<file path="config.mk">
export PLATFORM = sky130hd
export DESIGN_NAME = csram_param_loader
export DESIGN_NICKNAME = d
export VERILOG_FILES = /design/src/rtl/csram_param_loader.sv
export SDC_FILE = /design/constraint.sdc
export NUM_CORES = 1
export LEC_CHECK = 0
export BUFFER_PORTS_ARGS = -buffer_cell sky130_fd_sc_hd__buf_2
export CORE_ASPECT_RATIO = 1.1
export CORE_MARGIN = 2
export CORE_UTILIZATION = 35
export CTS_CLUSTER_DIAMETER = 200
export DETAILED_ROUTE_END_ITERATION = 8
export GPL_ROUTABILITY_DRIVEN = 0
export PLACE_DENSITY_LB_ADDON = 0.1
export SETUP_SLACK_MARGIN = 0.3
export SYNTH_ARGS = -nofsm -noshare
export SYNTH_HDL_FRONTEND = slang
export SYNTH_SLANG_ARGS = --single-unit
</file>
<file path="constraint.sdc">
create_clock -name clk -period 6.4 [get_ports clk]
set_input_delay 0.64 -clock clk [delete_from_list [all_inputs] [get_ports clk]]
set_output_delay 0.64 -clock clk [all_outputs]
set_load 0.01 [all_outputs]
</file>
<file path="src/rtl/csram_param_loader.sv">
// Burst loader between a host command/stream interface and a core's single-port
// parameter RAM: write bursts stream into the RAM, read bursts return through a 4-deep FIFO.
module csram_param_loader #(
   parameter int WIDTHB     = 32,
   parameter int SIZEB      = 4096,
   parameter int ADDRWIDTHB = $clog2(SIZEB)
) (
   input  logic                  clk,
   input  logic                  rst,
   input  logic                  cmd_valid,
   output logic                  cmd_ready,
   input  logic                  cmd_write,
   input  logic [ADDRWIDTHB-1:0] cmd_addr,
   input  logic [ADDRWIDTHB:0]   cmd_len,
   input  logic                  wr_valid,
   output logic                  wr_ready,
   input  logic [WIDTHB-1:0]     wr_data,
   output logic                  rd_valid,
   input  logic                  rd_ready,
   output logic [WIDTHB-1:0]     rd_data,
   output logic                  param_wen,
   output logic [ADDRWIDTHB-1:0] param_addr,
   output logic [WIDTHB-1:0]     param_data_in,
   input  logic [WIDTHB-1:0]     param_data_out,
   output logic                  busy,
   output logic                  done,
   output logic                  cmd_error
);

   typedef enum logic [1:0] {IDLE, WRITE, READ, DONE} state_e;

   localparam logic [ADDRWIDTHB-1:0] ONE_A = ADDRWIDTHB'(1);
   localparam logic [ADDRWIDTHB:0]   ONE_L = (ADDRWIDTHB+1)'(1);

   state_e                  state_q, state_d;
   logic [ADDRWIDTHB-1:0]   addr_q, addr_d;
   logic [ADDRWIDTHB:0]     rem_q, rem_d;
   logic [ADDRWIDTHB:0]     left_q, left_d;
   logic                    wen_q, wen_d;
   logic [ADDRWIDTHB-1:0]   pa_q, pa_d;
   logic [WIDTHB-1:0]       pd_q, pd_d;
   logic                    err_q, err_d;
   logic                    pend_q, pend_d;
   logic                    cap_q;
   logic [3:0][WIDTHB-1:0]  fifo_q;
   logic [1:0]              wptr_q, rptr_q;
   logic [2:0]              cnt_q;

   logic [ADDRWIDTHB+1:0]   end_w;
   logic                    legal, pop, room, issue;

   assign end_w = {2'b00, cmd_addr} + {1'b0, cmd_len};
   assign legal = (cmd_len != '0) && (end_w <= (ADDRWIDTHB+2)'(SIZEB));

   assign rd_valid      = (cnt_q != 3'd0);
   assign rd_data       = fifo_q[rptr_q];
   assign pop           = rd_valid && rd_ready;
   // Words already in the FIFO plus those still in the RAM pipeline must fit in 4 slots.
   assign room          = ({1'b0, cnt_q} + {3'b000, pend_q} + {3'b000, cap_q}) < 4'd4;

   assign param_wen     = wen_q;
   assign param_addr    = pa_q;
   assign param_data_in = pd_q;
   assign busy          = (state_q != IDLE);
   assign done          = (state_q == DONE);
   assign cmd_error     = err_q;

   always_comb begin
      state_d   = state_q;
      addr_d    = addr_q;
      rem_d     = rem_q;
      left_d    = left_q;
      wen_d     = 1'b0;
      pa_d      = pa_q;
      pd_d      = pd_q;
      err_d     = 1'b0;
      pend_d    = 1'b0;
      cmd_ready = 1'b0;
      wr_ready  = 1'b0;
      issue     = 1'b0;
      case (state_q)
         IDLE: begin
            cmd_ready = 1'b1;
            if (cmd_valid) begin
               if (legal) begin
                  addr_d  = cmd_addr;
                  rem_d   = cmd_len;
                  left_d  = cmd_len;
                  state_d = cmd_write ? WRITE : READ;
               end else begin
                  err_d = 1'b1;
               end
            end
         end
         WRITE: begin
            wr_ready = (rem_q != '0);
            if (wr_valid && wr_ready) begin
               wen_d  = 1'b1;
               pa_d   = addr_q;
               pd_d   = wr_data;
               addr_d = addr_q + ONE_A;
               rem_d  = rem_q - ONE_L;
            end
            // rem hits zero in the cycle the final word is on the RAM port.
            if (rem_q == '0) state_d = DONE;
         end
         READ: begin
            issue = (rem_q != '0) && room;
            if (issue) begin
               pa_d   = addr_q;
               pend_d = 1'b1;
               addr_d = addr_q + ONE_A;
               rem_d  = rem_q - ONE_L;
            end
            if (pop) begin
               left_d = left_q - ONE_L;
               if (left_q == ONE_L) state_d = DONE;
            end
         end
         DONE:    state_d = IDLE;
         default: state_d = IDLE;
      endcase
   end

   always_ff @(posedge clk or negedge rst) begin
      if (!rst) begin
         state_q <= IDLE;
         addr_q  <= '0;
         rem_q   <= '0;
         left_q  <= '0;
         wen_q   <= 1'b0;
         pa_q    <= '0;
         pd_q    <= '0;
         err_q   <= 1'b0;
         pend_q  <= 1'b0;
         cap_q   <= 1'b0;
      end else begin
         state_q <= state_d;
         addr_q  <= addr_d;
         rem_q   <= rem_d;
         left_q  <= left_d;
         wen_q   <= wen_d;
         pa_q    <= pa_d;
         pd_q    <= pd_d;
         err_q   <= err_d;
         pend_q  <= pend_d;
         cap_q   <= pend_q;
      end
   end

   // cap_q marks the cycle in which param_data_out holds the word addressed two cycles ago.
   always_ff @(posedge clk or negedge rst) begin
      if (!rst) begin
         fifo_q <= '0;
         wptr_q <= 2'd0;
         rptr_q <= 2'd0;
         cnt_q  <= 3'd0;
      end else begin
         if (cap_q) begin
            fifo_q[wptr_q] <= param_data_out;
            wptr_q         <= wptr_q + 2'd1;
         end
         if (pop) rptr_q <= rptr_q + 2'd1;
         case ({cap_q, pop})
            2'b10:   cnt_q <= cnt_q + 3'd1;
            2'b01:   cnt_q <= cnt_q - 3'd1;
            default: cnt_q <= cnt_q;
         endcase
      end
   end

endmodule

</file>
==> run metrics, run 1 <==
status complete, no violations; area grow syn2layout 19.3%; post-cts sizing count 0; first-pass GRT wire length 45400 um; Post-CTS Setup Bufs 0; DR pass1 iterations 5; Slew headroom 32.2%; Overflow after GRT 0; overall power 7110 uW; FP Rows 68; Core ar. 0.0314 mm^2; crit path kind input pin to flop; Final setup viols 0; TritonCTS buffer count 25; nets 1247; Syn Area/Cell 11.6 um^2; ANT cells 0; Area after DPL 0.0125 mm^2; largest area contributor in the netlist dfrtp_1; # IOs 178; area share of the largest cell type after synthesis 50.1%; Worst IR Drop VDD 0.248 mV; Remaining DRCs 0; CTS Sinks 223; Hold Crit Class input pin to asynchronous set/reset pin; FF-to-FF setup slack 3090 ps; placed insts 1517; Synth Register Bits 223; Seq/Total Area, Yosys 50.1%; synth warn 0; part of the cycle the worst path needs 59.2%; unrepaired setup endpoints after global routing no; worst skew pair latency 540 ps; DIE HEIGHT 191 um; Final Non-Filler Cells 1563; port bufs 177; share of cells above drive strength 1 37.6%; initial core utilization 35.5%; Critical Path RT 6770 ps; Peak Freq 0.264 GHz; syn_nets 1081; startpoint class of the critical path input pin; Cell Area, Synth 0.0111 mm^2; PD cells 535 mW/mm^2; Max Clock Skew 25.2 ps; root buffer selected by CTS clkbuf_16; Clk pin slew, worst setup/hold paths 60 ps; DR vias/cell 5.13; count of hold-fix buffers inserted at cts 0; WP data arrival 4170 ps; Post-synth EDFFs 0; fin. max-slew vios 0; CTS tree done; largest net degree at the start of global routing 145; TNS Setup 0 ps; Pleak 0.00600 uW; Detailed Place HPWL 18300 um; die area 0.0333 mm^2; final wirelength 28100 um; total of max-cap violations 0; H-tree depth 1; synthesized instance count 958; number of global-route vias before repair 8148; top post-synthesis cells by area dfrtp_1, mux2_2, mux4_2; die width 174 um; Synth Flop Type dfrtp_1; Synth cell types 67; initial antenna violation count 0; Initial DRC Count 489; Post-synth top cells dfrtp_1, nand2_1, mux2_2; Antenna Nets Post-Route 0; endpoint class of the critical path flop; hold_ws 99.7 ps; crit-path max FO 13; gr usage total 17.0%; asr flop ratio synth 100%; Vias 8017; Final Hold Violating Endpoints 0; worst-margin pin slew 1020 ps; Bufs on Longest Clock Path 3; routed wire length per instance 18.0 um; Tmin final 3790 ps; Final Cell Area 0.0133 mm^2; most frequent cell after synthesis dfrtp_1
[power breakdown]
part / switching, uW / internal, uW / leakage [uW]
logic: 1610 / 1520 / 0.00296
registers: 418 / 2130 / 0.00261
clock network: 581 / 848 / 0.000421
total: 2610 / 4500 / 0.00600
[kinds of logic after synthesis]
family                   Yosys count  share of synthesized area [%]
AO/OA/AOI/OAI                    136                           9.20
buffers and inverters             85                           3.05
flip-flops                       223                           50.1
multiplexers                     178                           21.1
XOR/XNOR                           9                          0.707
AND/OR/NAND/NOR                  299                           12.6
adder cells (fa/ha/maj)           28                           3.28
[path summary, 6_finish.rpt]
path,from,to,cells past startpoint
max in group asynchronous,rst,rptr_q[0],2
hold / removal,rst,fifo_q[41],1
setup / recovery,cmd_len[0],addr_q[4],12
setup reg to reg,rem_q[0],param_data_in[28],10
min in group clk,wr_data[0],param_data_in[0],3
hold reg to reg,pend_q,cap_q,0
[sequential cells by signal, indices dropped and copies added, names as in the netlist]
name and flops:
fifo_q 128, pend_q 1, param_wen 1, state_q 2
left_q 13, param_data_in 32, cnt_q 3, rem_q 13
rptr_q 2, cap_q 1, cmd_error 1, addr_q 12
param_addr 12, wptr_q 2
[layer usage]
metal | wire length (um) | GRT usage, % | vias up
li1 | - | - | 3813
met1 | 12500 | 22.5 | 3978
met2 | 13700 | 29.3 | 181
met4 | 591 | 4.30 | 0
met5 | 0 | 0 | -
met3 | 1200 | 2.41 | 45
[critical path, cell delays in order]
cell      delay [ps]
buf_2            140
ha_1             220
fa_1             410
a211oi_1         440
o211a_1          280
a21oi_1           60
mux2_2           280
a211o_1          290
o31a_4           390
nor3_2           680
buf_4            270
a221oi_2          70
[layout make-up]
class                           instances  area (um^2)
Fill cell                            3036        18100
Sequential cell                       223         5580
Multi-Input combinational cell        650         5230
Timing Repair Buffer                  188          991
Clock buffer                           40          792
Tap cell                              420          526
Inverter                               36          135
Clock inverter                          6         45.0
[placed cells by master, fill, tap and decap left out, types with 6 or more instances in the layout]
cell type / instances
a211oi_1: 7
a21oi_1: 32
a221oi_2: 10
and3_1: 11
buf_2: 176
buf_4: 10
clkbuf_16: 25
clkbuf_8: 11
dfrtp_1: 222
ha_1: 25
inv_1: 35
mux2_2: 139
mux2i_1: 7
mux4_2: 32
nand2_1: 142
nand3_1: 28
nand4_1: 6
nor2_1: 44
nor3_1: 18
nor4_1: 14
o211ai_1: 10
o21ai_0: 21
o22ai_1: 12
[per-stage QoR]
stage	util [%]	setup WS, ps
3_5_place_dp	39.7	2050
3_3_place_gp	39.7	2060
4_1_cts	42.4	2610
2_1_floorplan	-	2980
6_report	42.4	2610
5_1_grt	42.4	2390
Power figures use the tool's default switching activity.
==> run 2, diff against run 1 <==
--- a/config.mk
+++ b/config.mk
@@ -5,6 +5,7 @@
 export SDC_FILE = /design/constraint.sdc
 export NUM_CORES = 1
 export LEC_CHECK = 0
+export ABC_AREA = 1
 export BUFFER_PORTS_ARGS = -buffer_cell sky130_fd_sc_hd__buf_2
 export CORE_ASPECT_RATIO = 1.1
 export CORE_MARGIN = 2
==> constraint.sdc (replaced) <==
create_clock -name clk -period 4 [get_ports clk]
set_input_delay 0.4 -clock clk [delete_from_list [all_inputs] [get_ports clk]]
set_output_delay 0.4 -clock clk [all_outputs]
set_load 0.01 [all_outputs]
==> run 2 against run 1 <==
Compared with the run above: clock skew is 8.7 ps lower; core utilization is 0.13 points higher; first-iteration DRC count is 21% higher; synthesized cell count is 47% higher; die area is 0.34% lower; critical path depth is 2 higher; sequential cell count stayed put; largest power group unchanged.
==> run metrics, run 2 <==
gr usage total 18.1% (was 17.0%); Bufs on Longest Clock Path 3 (unchanged); worst skew pair latency 530 ps (was 540 ps); worst-margin pin slew 999 ps (was 1020 ps); asr flop ratio synth 100% (unchanged); top post-synthesis cells by area dfrtp_1, nand2_1, o21ai_0 (was dfrtp_1, mux2_2, mux4_2); DIE HEIGHT 191 um (about the same); Post-CTS Setup Bufs 0 (unchanged); Worst IR Drop VDD 0.452 mV (was 0.248 mV); first-pass GRT wire length 49400 um (was 45400 um); Antenna Nets Post-Route 0 (unchanged); FF-to-FF setup slack 1330 ps (was 3090 ps); Remaining DRCs 0 (unchanged); initial antenna violation count 0 (unchanged); area grow syn2layout 19.8% (was 19.3%); CTS tree done (unchanged); Seq/Total Area, Yosys 50.2% (was 50.1%); Seq pwr share 35.4% (was 35.8%); Post-synth EDFFs 0 (unchanged); Syn Area/Cell 7.87 um^2 (was 11.6 um^2); fin. max-slew vios 0 (unchanged); largest area contributor in the netlist dfrtp_1 (unchanged); status complete, no violations (unchanged); Hold Crit Class input pin to flop (was input pin to asynchronous set/reset pin); Overflow after GRT 0 (unchanged); fin util 42.5% (was 42.4%); reg2reg start rem_q[0] (unchanged); Pleak 0.00693 uW (was 0.00600 uW); Cell Area, Synth 0.0111 mm^2 (about the same); crit path kind flop to output pin (was input pin to flop); Critical Path RT 3600 ps (was 6770 ps); worst path cell trace inv_1, ha_1, inv_1, nor2_1, nand2_1, nor2_1, inv_1, nor2_2, nand2_1, inv_2, nand3_2, nand2_1, inv_1, buf_2 (was buf_2, ha_1, fa_1, a211oi_1, o211a_1, a21oi_1, mux2_2, a211o_1, o31a_4, nor3_2, buf_4, a221oi_2); TNS Setup 0 ps (unchanged); routed wire length per instance 15.0 um (was 18.0 um); count of hold-fix buffers inserted at cts 1 (was 0); Tmin final 2800 ps; PnR worst setup slack 1200 ps (was 2610 ps); H-tree depth 1 (unchanged); Core ar. 0.0313 mm^2 (was 0.0314 mm^2); PD cells 854 mW/mm^2 (was 535 mW/mm^2); Slew headroom 33.3% (was 32.2%); overall power 11400 uW (was 7110 uW); die area 0.0332 mm^2 (was 0.0333 mm^2); fillers 3338 (was 3036); slowest CP cell dfrtp_1 (was nor3_2); root buffer selected by CTS clkbuf_16 (unchanged); Post-Place Setup Slack 867 ps (was 2050 ps); unrepaired setup endpoints after global routing no (unchanged); ANT cells 0 (unchanged); DR vias/cell 4.76 (was 5.13); syn_nets 1534 (was 1081); # IOs 178 (unchanged); Final Non-Filler Cells 2004 (was 1563); placed insts 1953 (was 1517); Synth cell types 38 (was 67); part of the cycle the worst path needs 70.0%; Final Hold Violating Endpoints 0 (unchanged); Clk pin slew, worst setup/hold paths 60 ps (about the same); R2R depth 16 (was 10); largest net degree at the start of global routing 106 (was 145); commonest non-fill, non-tap cell in the layout nand2_1 (was dfrtp_1); delay-heaviest family, CP simple AND/OR/NAND/NOR gates (was compound AO/OA/AOI/OAI gates); Logic pwr share 42.0% (was 44.1%); Crit path largest cell delay 400 ps (was 680 ps); number of global-route vias before repair 9283 (was 8148); post-cts sizing count 0 (unchanged); startpoint class of the critical path flop (was input pin); net switching power 4660 uW (was 2610 uW); Initial DRC Count 594 (was 489); Hold Crit Start wr_data[6]; Peak Freq 0.357 GHz; FP Rows 68 (unchanged); CP dominant cell by count inv_1; Vias 9531 (was 8017); Final setup viols 0 (unchanged); WP data arrival 2400 ps (was 4170 ps); nets 1686 (was 1247); most frequent cell after synthesis nand2_1 (was dfrtp_1); final wirelength 30100 um (was 28100 um); Critical Path Stages 14 (was 12); Post-synth top cells nand2_1, o21ai_0, dfrtp_1 (was dfrtp_1, nand2_1, mux2_2); max FFs per register 128 (unchanged); Synth Flop Type dfrtp_1 (unchanged); reg2reg end param_addr[2] (was param_data_in[28]); Max Clock Skew 16.5 ps (was 25.2 ps); synthesized instance count 1411 (was 958); total of max-cap violations 0 (unchanged); TritonCTS buffer count 27 (was 25); most frequent cells in the layout nand2_1, o21ai_0, dfrtp_1 (was dfrtp_1, buf_2, nand2_1); Clock power frac 22.6% (was 20.1%); endpoint class of the critical path output pin (was flop); area share of the largest cell type after synthesis 50.2% (was 50.1%); Switching Share 41.0% (was 36.7%); DR pass1 iterations 5 (unchanged); crit-path max FO 3 (was 13); Synth Register Bits 223 (unchanged); buffer and inverter count on the worst path 6 (was 2); hold depth 3; Biggest register fifo_q (unchanged); CTS Sinks 223 (unchanged); die width 174 um (about the same); Int Power 6700 uW (was 4500 uW); synth warn 0 (unchanged); initial core utilization 35.5% (about the same); port bufs 177 (unchanged); Min-Delay Endpoint param_data_in[6]; Detailed Place HPWL 20000 um (was 18300 um); share of cells above drive strength 1 16.6% (was 37.6%)
## run 2: worst max path at each step
stage / startpoint / to / slack [ps]
global placement: cmd_len[0] / addr_q[0] / 910
floorplan: cmd_addr[0] / rem_q[3] / 1490
global route: rem_q[0] / param_addr[2] / 910
CTS: rptr_q[0] / rd_data[19] / 1180
finish: rem_q[0] / wr_ready / 1200
detailed placement: cmd_len[0] / addr_q[9] / 870
## run 2: power groups by stage
stage          Clock (uW)  Combinational (uW)  Sequential, uW
2_1_floorplan           0                3340            4000
4_1_cts              2640                4880            4030
3_3_place_gp            0                4800            4040
6_report             2570                4780            4020
3_5_place_dp            0                4880            4050
5_1_grt              2740                5560            4170
## run 2: through the flow
step / hold slack [ps] / cell area, um^2
global placement: 368 / 12300
global route: 49.8 / 13300
detailed placement: 375 / 12300
floorplan: 104 / 11100
finish: 56.5 / 13300
CTS: 27.2 / 13300
## run 2: worst register-to-register path, stage by stage (launching register included)
cell and delay [ps]:
dfrtp_1 400, inv_1 100, ha_1 170, inv_1 50, nor2_1 110, nand2_1 90
nor2_1 110, inv_1 70, nor2_2 130, nand2_1 110, inv_2 70, nand3_2 120
o211ai_2 120, nand2_1 100, nand3_1 600, nand2_1 120, o21ai_0 100
## run 2: final cells by class
cell class / instances / area, um^2 / area share (%)
Clock inverter: 12 / 149 / 1.12
Timing Repair Buffer: 194 / 1040 / 7.81
Sequential cell: 223 / 5580 / 42.0
Multi-Input combinational cell: 1007 / 4800 / 36.1
Clock buffer: 38 / 797 / 5.99
Tap cell: 420 / 526 / 3.95
Inverter: 110 / 413 / 3.10
## run 2: cell families after synthesis
logic type / share of synthesized area [%]
AO/OA/AOI/OAI: 14.4
adder cells (fa/ha/maj): 3.29
flip-flops: 50.2
buffers and inverters: 6.65
XOR/XNOR: 1.81
AND/OR/NAND/NOR: 23.7
## run 2: metal layers
| layer | share of wire, % | vias to the layer above | global-route usage (%) |
|---|---|---|---|
| met3 | 3.0 | 41 | 2.13 |
| met5 | 0 | - | 0 |
| met2 | 48 | 158 | 30.8 |
| li1 | - | 4871 | - |
| met1 | 47 | 4461 | 24.9 |
| met4 | 2.0 | 0 | 4.27 |
